==> config.mk <==
export PLATFORM = sky130hd
export DESIGN_NAME = serial_adder_ctrl
export DESIGN_NICKNAME = d
export VERILOG_FILES = /design/src/rtl/serial_adder_ctrl.sv
export SDC_FILE = /design/constraint.sdc
export NUM_CORES = 1
export LEC_CHECK = 0
export BUFFER_PORTS_ARGS = -buffer_cell sky130_fd_sc_hd__buf_4
export CORE_UTILIZATION = 49
export DETAILED_ROUTE_END_ITERATION = 7
export HOLD_SLACK_MARGIN = 0.12
export MAX_ROUTING_LAYER = met4
export PLACE_DENSITY = 0.75
export SKIP_CTS_REPAIR_TIMING = 1
export SLEW_MARGIN = 40
export SYNTH_ARGS = -nofsm -noshare
export SYNTH_HDL_FRONTEND = slang
export SYNTH_SLANG_ARGS = --single-unit
==> constraint.sdc <==
create_clock -name clk -period 1.4 [get_ports clk]
set_input_delay 0.14 -clock clk [delete_from_list [all_inputs] [get_ports clk]]
set_output_delay 0.14 -clock clk [all_outputs]
set_load 0.1 [all_outputs]
==> src/rtl/serial_adder_ctrl.sv <==
// Bit-serial adder: one full-adder step per cycle, LSB first; SERIAL_ADDER_SUB_EN adds sub_in (a-b).
// Latency: WIDTH cycles from accept to res_valid.
// Backpressure: result held in DONE until res_ready; start_ready high only in IDLE.
module serial_adder_ctrl #(
  parameter int WIDTH = 8
) (
  input  logic             clk,
  input  logic             rst_n,
  input  logic             start_valid,
  output logic             start_ready,
  input  logic [WIDTH-1:0] a_in,
  input  logic [WIDTH-1:0] b_in,
  input  logic             cin,
`ifdef SERIAL_ADDER_SUB_EN
  input  logic             sub_in,
`endif
  output logic [WIDTH-1:0] sum_out,
  output logic             carry_out,
  output logic             res_valid,
  input  logic             res_ready,
  output logic             busy
);

  localparam int CNT_W = $clog2(WIDTH);

  typedef enum logic [1:0] {IDLE, RUN, DONE} state_t;

  state_t           state, state_nxt;
  logic [CNT_W-1:0] cnt;
  logic [WIDTH-1:0] a_sh, b_sh, res_sh, res_nxt;
  logic [WIDTH-1:0] b_load;
  logic             carry, carry_load;
  logic             step_sum, step_carry;
  logic             accept, last_step;

  assign start_ready = (state == IDLE);
  assign busy        = (state != IDLE);
  assign res_valid   = (state == DONE);

  assign accept     = start_valid & start_ready;
  assign last_step  = (cnt == CNT_W'(WIDTH - 1));
  assign step_sum   = a_sh[0] ^ b_sh[0] ^ carry;
  assign step_carry = (a_sh[0] & b_sh[0]) | (carry & (a_sh[0] ^ b_sh[0]));
  // Sum bits enter at the MSB, so after WIDTH steps bit 0 holds the LSB.
  assign res_nxt    = WIDTH'({step_sum, res_sh} >> 1);

`ifdef SERIAL_ADDER_SUB_EN
  // Subtract as a + ~b + 1; the final carry then reads as "no borrow".
  assign b_load     = sub_in ? ~b_in : b_in;
  assign carry_load = sub_in | cin;
`else
  assign b_load     = b_in;
  assign carry_load = cin;
`endif

  always_ff @(posedge clk or negedge rst_n) begin
    if (!rst_n) begin
      state <= IDLE;
    end else begin
      state <= state_nxt;
    end
  end

  always_comb begin
    state_nxt = state;
    case (state)
      IDLE:    if (accept) state_nxt = RUN;
      RUN:     if (last_step) state_nxt = DONE;
      DONE:    if (res_ready) state_nxt = IDLE;
      default: state_nxt = IDLE;
    endcase
  end

  always_ff @(posedge clk or negedge rst_n) begin
    if (!rst_n) begin
      cnt       <= '0;
      a_sh      <= '0;
      b_sh      <= '0;
      res_sh    <= '0;
      carry     <= 1'b0;
      sum_out   <= '0;
      carry_out <= 1'b0;
    end else begin
      case (state)
        IDLE: begin
          if (accept) begin
            a_sh  <= a_in;
            b_sh  <= b_load;
            carry <= carry_load;
            cnt   <= '0;
          end
        end
        RUN: begin
          a_sh   <= a_sh >> 1;
          b_sh   <= b_sh >> 1;
          res_sh <= res_nxt;
          carry  <= step_carry;
          cnt    <= cnt + CNT_W'(1);
          if (last_step) begin
            sum_out   <= res_nxt;
            carry_out <= step_carry;
          end
        end
        default: ;
      endcase
    end
  end

endmodule

; Word-level counts from Yosys, hierarchy flattened
; Cells that the tools add are included.
[word_totals]
regBits = 39
in_bits = 21
output_inout_bits = 12
elab_cells = 39
[classes]
add_sub_neg = 1
n_eq_ne = 6
mux = 12
bitwise = 6
n_reduce_logical = 6
[ops]
columns = cell, count
row1 = $pmux 8 s2, 2
row2 = $mux 8, 2
row3 = $mux 2, 3
row4 = $pmux 2 s3, 1
row5 = $pmux 3 s2, 1
row6 = $ne 2x1->1 const B, 2
row7 = $reduce_and 2->1, 2
row8 = $reduce_bool 2->1, 2
row9 = $add 3x1->3 const B, 1
row10 = $and 1x1->1, 3
row11 = $eq 3x3->1 const B, 1
row12 = $mux 3, 1
row13 = $reduce_and 3->1, 1
row14 = $eq 2x1->1 const B, 1
row15 = $eq 2x2->1 const B, 1
row16 = $logic_not 2->1, 1
row17 = $ne 2x2->1 const B, 1
row18 = $pmux 1 s2, 1
row19 = $xor 1x1->1, 2
row20 = $mux 1, 1
row21 = $or 1x1->1, 1

; Longest topological paths before layout
[logic_depth]
word_depth = 4
mapped_depth = 5
depth_no_buf = 4

; Worst setup path before layout
; OpenSTA, ideal clock, no wires.
[synth_path]
path_type = register -> output
from = register state[1]
to = output start_ready
arrival_ns = 2.147
path_slack_ns = -0.887
path_stages_with_launch = 5
n_path_buf = 2
cell_sequence = dfrtp_1 > buf_2 > buf_2 > or2_1 > inv_1
[synth_via]
elab_chain_cells = 1
[synth_rtl]
columns = element, line
row1 = "start, declared", 28  ; state_t state, state_nxt;
row2 = "start signal, assigned", 60  ; state <= state_nxt;
row3 = $logic_not 2->1, 36  ; assign start_ready = (state == IDLE);
row4 = "end, declared", 10  ; output logic start_ready,
; Every way passes these cells.

; Final worst setup path
[layout_path]
from = register state[0]
to = output start_ready
; The elaborated chain is that of the path after synthesis.

==> results.md <==
* Seq/Total Area, Yosys at 0.539
* Clk_skew at 3.97 ps
* Period utilisation layout at 1.11
* R2R setup slack at -90 ps
* Startpoint Class: flop
* First-pass GRT wire length at 5400 um
* Fin Setup TNS at -1360 ps
* Critical Path RT at 1260 ps
* Failing checks: setup timing
* RSZ-0062 raised after global routing: yes
* DRT iter0 DRCs at 39
* Synth warnings at 0
* Hold Fails Final Rpt at 0
* Core Util, Final at 0.698
* Row cnt at 21
* Fmax at 0.643 GHz
* Arrival @ worst endpoint at 1420 ps
* Max_slew headroom at 0.680
* CTS root buf: clkbuf_4
* Mapped Area at 1760 um2
* CP Capture Type: output pin
* Total Routing Usage GR at 0.207
* Die area at 3840 um2
* Total Power at 6.02 mW
* Avg Vias per Cell at 5.57
* Die Span X at 62.0 um
* PD cells at 2540 nW/um2
* Clk Latency, worst-skew pair at 330 ps
* Setup CP Type: flop to output pin
* Antenna diodes at 0
* Status: finished with violations
* Nets@finish at 202
* Setup WS pre-CTS at -69.3 ps
* Clk sinks at 38
* Routed Antenna Nets at 0
* Share of cells above drive strength 1 at 0.463
* Starting Density at 0.520
* P_leak at 1.08 nW
* Num CTS Buffers at 5
* Die Ht at 62.0 um
* Crit path max fanout at 6
* Gpl congestion at 0.747
* H-tree levels at 2
* Port Buffers at 32
* WL final at 3620 um
* Mapped Cells at 133
* Worst-margin pin slew at 479 ps
* CTS tree: built
* Dpl hpwl at 2320 um
* I/O pin total at 33
* Cell Area, Placed at 2150 um2
* Yosys reg bits at 38
* Vias in the first global route at 1164
* Max-slew violation count at 0
* Final setup vio count at 21
* Area Overhead vs Synth at 34.1%
* Max-Cap Viols at 0
* Tightest Hold Check Type: input pin to flop
* Post-route cell area at 2370 um2
* Drt wl/cell at 16.2 um
* Syn Area/Cell at 13.3 um2
* DRC violations left at 0
* Vias after detailed routing at 1241
* Worst vdd ir at 0.00110 V
* Post-route setup slack at -155 ps
* Tmin final at 1560 ps
* Unique masters post-synth at 26
* Initial antenna violation count at 0
* Largest net degree at the start of global routing at 39
* DRT Pass-1 Iters at 4
* Core box area at 3390 um2
* Post-Synthesis Net Count at 157
* Clock Path Buffers at 2
* Global route overflow at 0
* Reg clk slew, reported paths at 100 ps
kinds of logic after synthesis:
| kind of cell | Yosys count | share of synthesized area |
|---|---|---|
| adder cells (fa/ha/maj) | 3 | 0.0255 |
| AND/OR/NAND/NOR | 32 | 0.152 |
| buffers and inverters | 20 | 0.0546 |
| flip-flops | 38 | 0.539 |
| AO/OA/AOI/OAI | 23 | 0.121 |
| multiplexers | 17 | 0.108 |
power by group:
group / switching [mW] / leakage, nW / internal [mW]
logic: 2.02 / 0.606 / 1.46
registers: 0.352 / 0.447 / 1.63
clock network: 0.327 / 0.0302 / 0.226
total: 2.70 / 1.08 / 3.32
through the flow:
step,std cells,hold WS [ps]
after global placement,208,127
after CTS,214,-236
final,223,150
after detailed placement,208,132
after global routing,223,139
after floorplan,133,-156
worst max-delay path, cell delays in order, from the launching register on:
cell	delay (ps)
dfrtp_2	450
buf_12	140
or2_4	250
clkinvlp_4	80
buf_12	160
cell usage after synthesis:
| cell | instances | area share |
|---|---|---|
| a22o_1 | 2 | 0.0099 |
| mux2i_1 | 1 | 0.0057 |
| nand3b_1 | 1 | 0.0043 |
| nor4bb_1 | 2 | 0.011 |
| o21ai_0 | 1 | 0.0028 |
| or2_1 | 1 | 0.0035 |
| buf_2 | 10 | 0.028 |
| nor3b_1 | 8 | 0.034 |
| or4b_1 | 9 | 0.051 |
| o21bai_2 | 1 | 0.0064 |
| clkbuf_2 | 1 | 0.0028 |
| a21oi_1 | 1 | 0.0028 |
| nor4b_1 | 6 | 0.030 |
| and2b_1 | 1 | 0.0043 |
| o21ba_2 | 1 | 0.0057 |
| a211o_1 | 2 | 0.0099 |
| ha_1 | 2 | 0.014 |
| a211oi_1 | 6 | 0.026 |
| fa_1 | 1 | 0.011 |
| o221a_2 | 8 | 0.051 |
| o221a_1 | 1 | 0.0064 |
| inv_1 | 8 | 0.017 |
| buf_6 | 1 | 0.0064 |
| nand2b_1 | 4 | 0.014 |
| mux2_1 | 16 | 0.10 |
| dfrtp_1 | 38 | 0.54 |
sequential cells by signal, indices dropped and copies added, names as in the netlist:
name,cells
b_sh,8
cnt,3
res_sh,7
sum_out,8
carry_out,1
a_sh,8
state,2
carry,1
cells in the final DEF (no fill, tap or decap):
| master | netlist | layout |
|---|---|---|
| mux2_1 | 16 | 7 |
| o221a_2 | 8 | 7 |
| buf_4 | 0 | 41 |
| o221a_1 | 1 | 1 |
| clkinvlp_4 | 0 | 2 |
| o21ai_0 | 1 | 1 |
| ha_2 | 0 | 1 |
| fa_1 | 1 | 1 |
| buf_12 | 0 | 5 |
| inv_1 | 8 | 6 |
| dlygate4sd3_1 | 0 | 2 |
| nand2b_1 | 4 | 3 |
| mux2i_1 | 1 | 1 |
| or4b_1 | 9 | 8 |
| nor4bb_1 | 2 | 2 |
| or4b_4 | 0 | 1 |
| clkbuf_4 | 0 | 5 |
| dfrtp_2 | 0 | 2 |
| a211o_1 | 2 | 2 |
| o21bai_2 | 1 | 1 |
| nor4b_1 | 6 | 6 |
| dfrtp_1 | 38 | 36 |
| a211oi_1 | 6 | 6 |
| mux2_4 | 0 | 9 |
| a21oi_1 | 1 | 1 |
| clkbuf_8 | 0 | 1 |
| clkbuf_16 | 0 | 2 |
| o221a_4 | 0 | 1 |
| ha_4 | 0 | 1 |
| o21ba_2 | 1 | 1 |
| a22o_1 | 2 | 2 |
| nand2b_4 | 0 | 1 |
| nand3b_1 | 1 | 1 |
| or2_4 | 0 | 1 |
| nor3b_1 | 8 | 8 |
| and2b_1 | 1 | 1 |
path summary, 6_finish.rpt:
kind | cells after the start | end | start
max in group asynchronous | 2 | state[0]$_DFFE_PN0P_ | rst_n
worst min register to register | 1 | res_sh[1]$_DFFE_PN0P_ | res_sh[1]$_DFFE_PN0P_
worst max register to register | 5 | sum_out[2]$_DFFE_PN0P_ | cnt[0]$_DFFE_PN0P_
min in group asynchronous | 2 | b_sh[1]$_DFFE_PN0P_ | rst_n
worst min-delay path | 3 | state[0]$_DFFE_PN0P_ | start_valid
worst max-delay path | 4 | start_ready | state[0]$_DFFE_PN0P_
final cells by class:
type,count,area (um2)
repair buffers,50,478
clock buffers,6,51.3
fillers,236,1020
flip-flops and latches,38,953
multi-input cells,75,788
inverters,8,37.5
well taps,46,57.6
per-layer routing:
layer  vias to the layer above  GRT usage  part of all wire
met3                         8     0.0642             0.039
met1                       617      0.257              0.44
li1                        586          -                 -
met2                        30      0.315              0.51
met5                         -          -                 0
met4                         0     0.0825             0.019
Power figures use the tool's default switching activity.
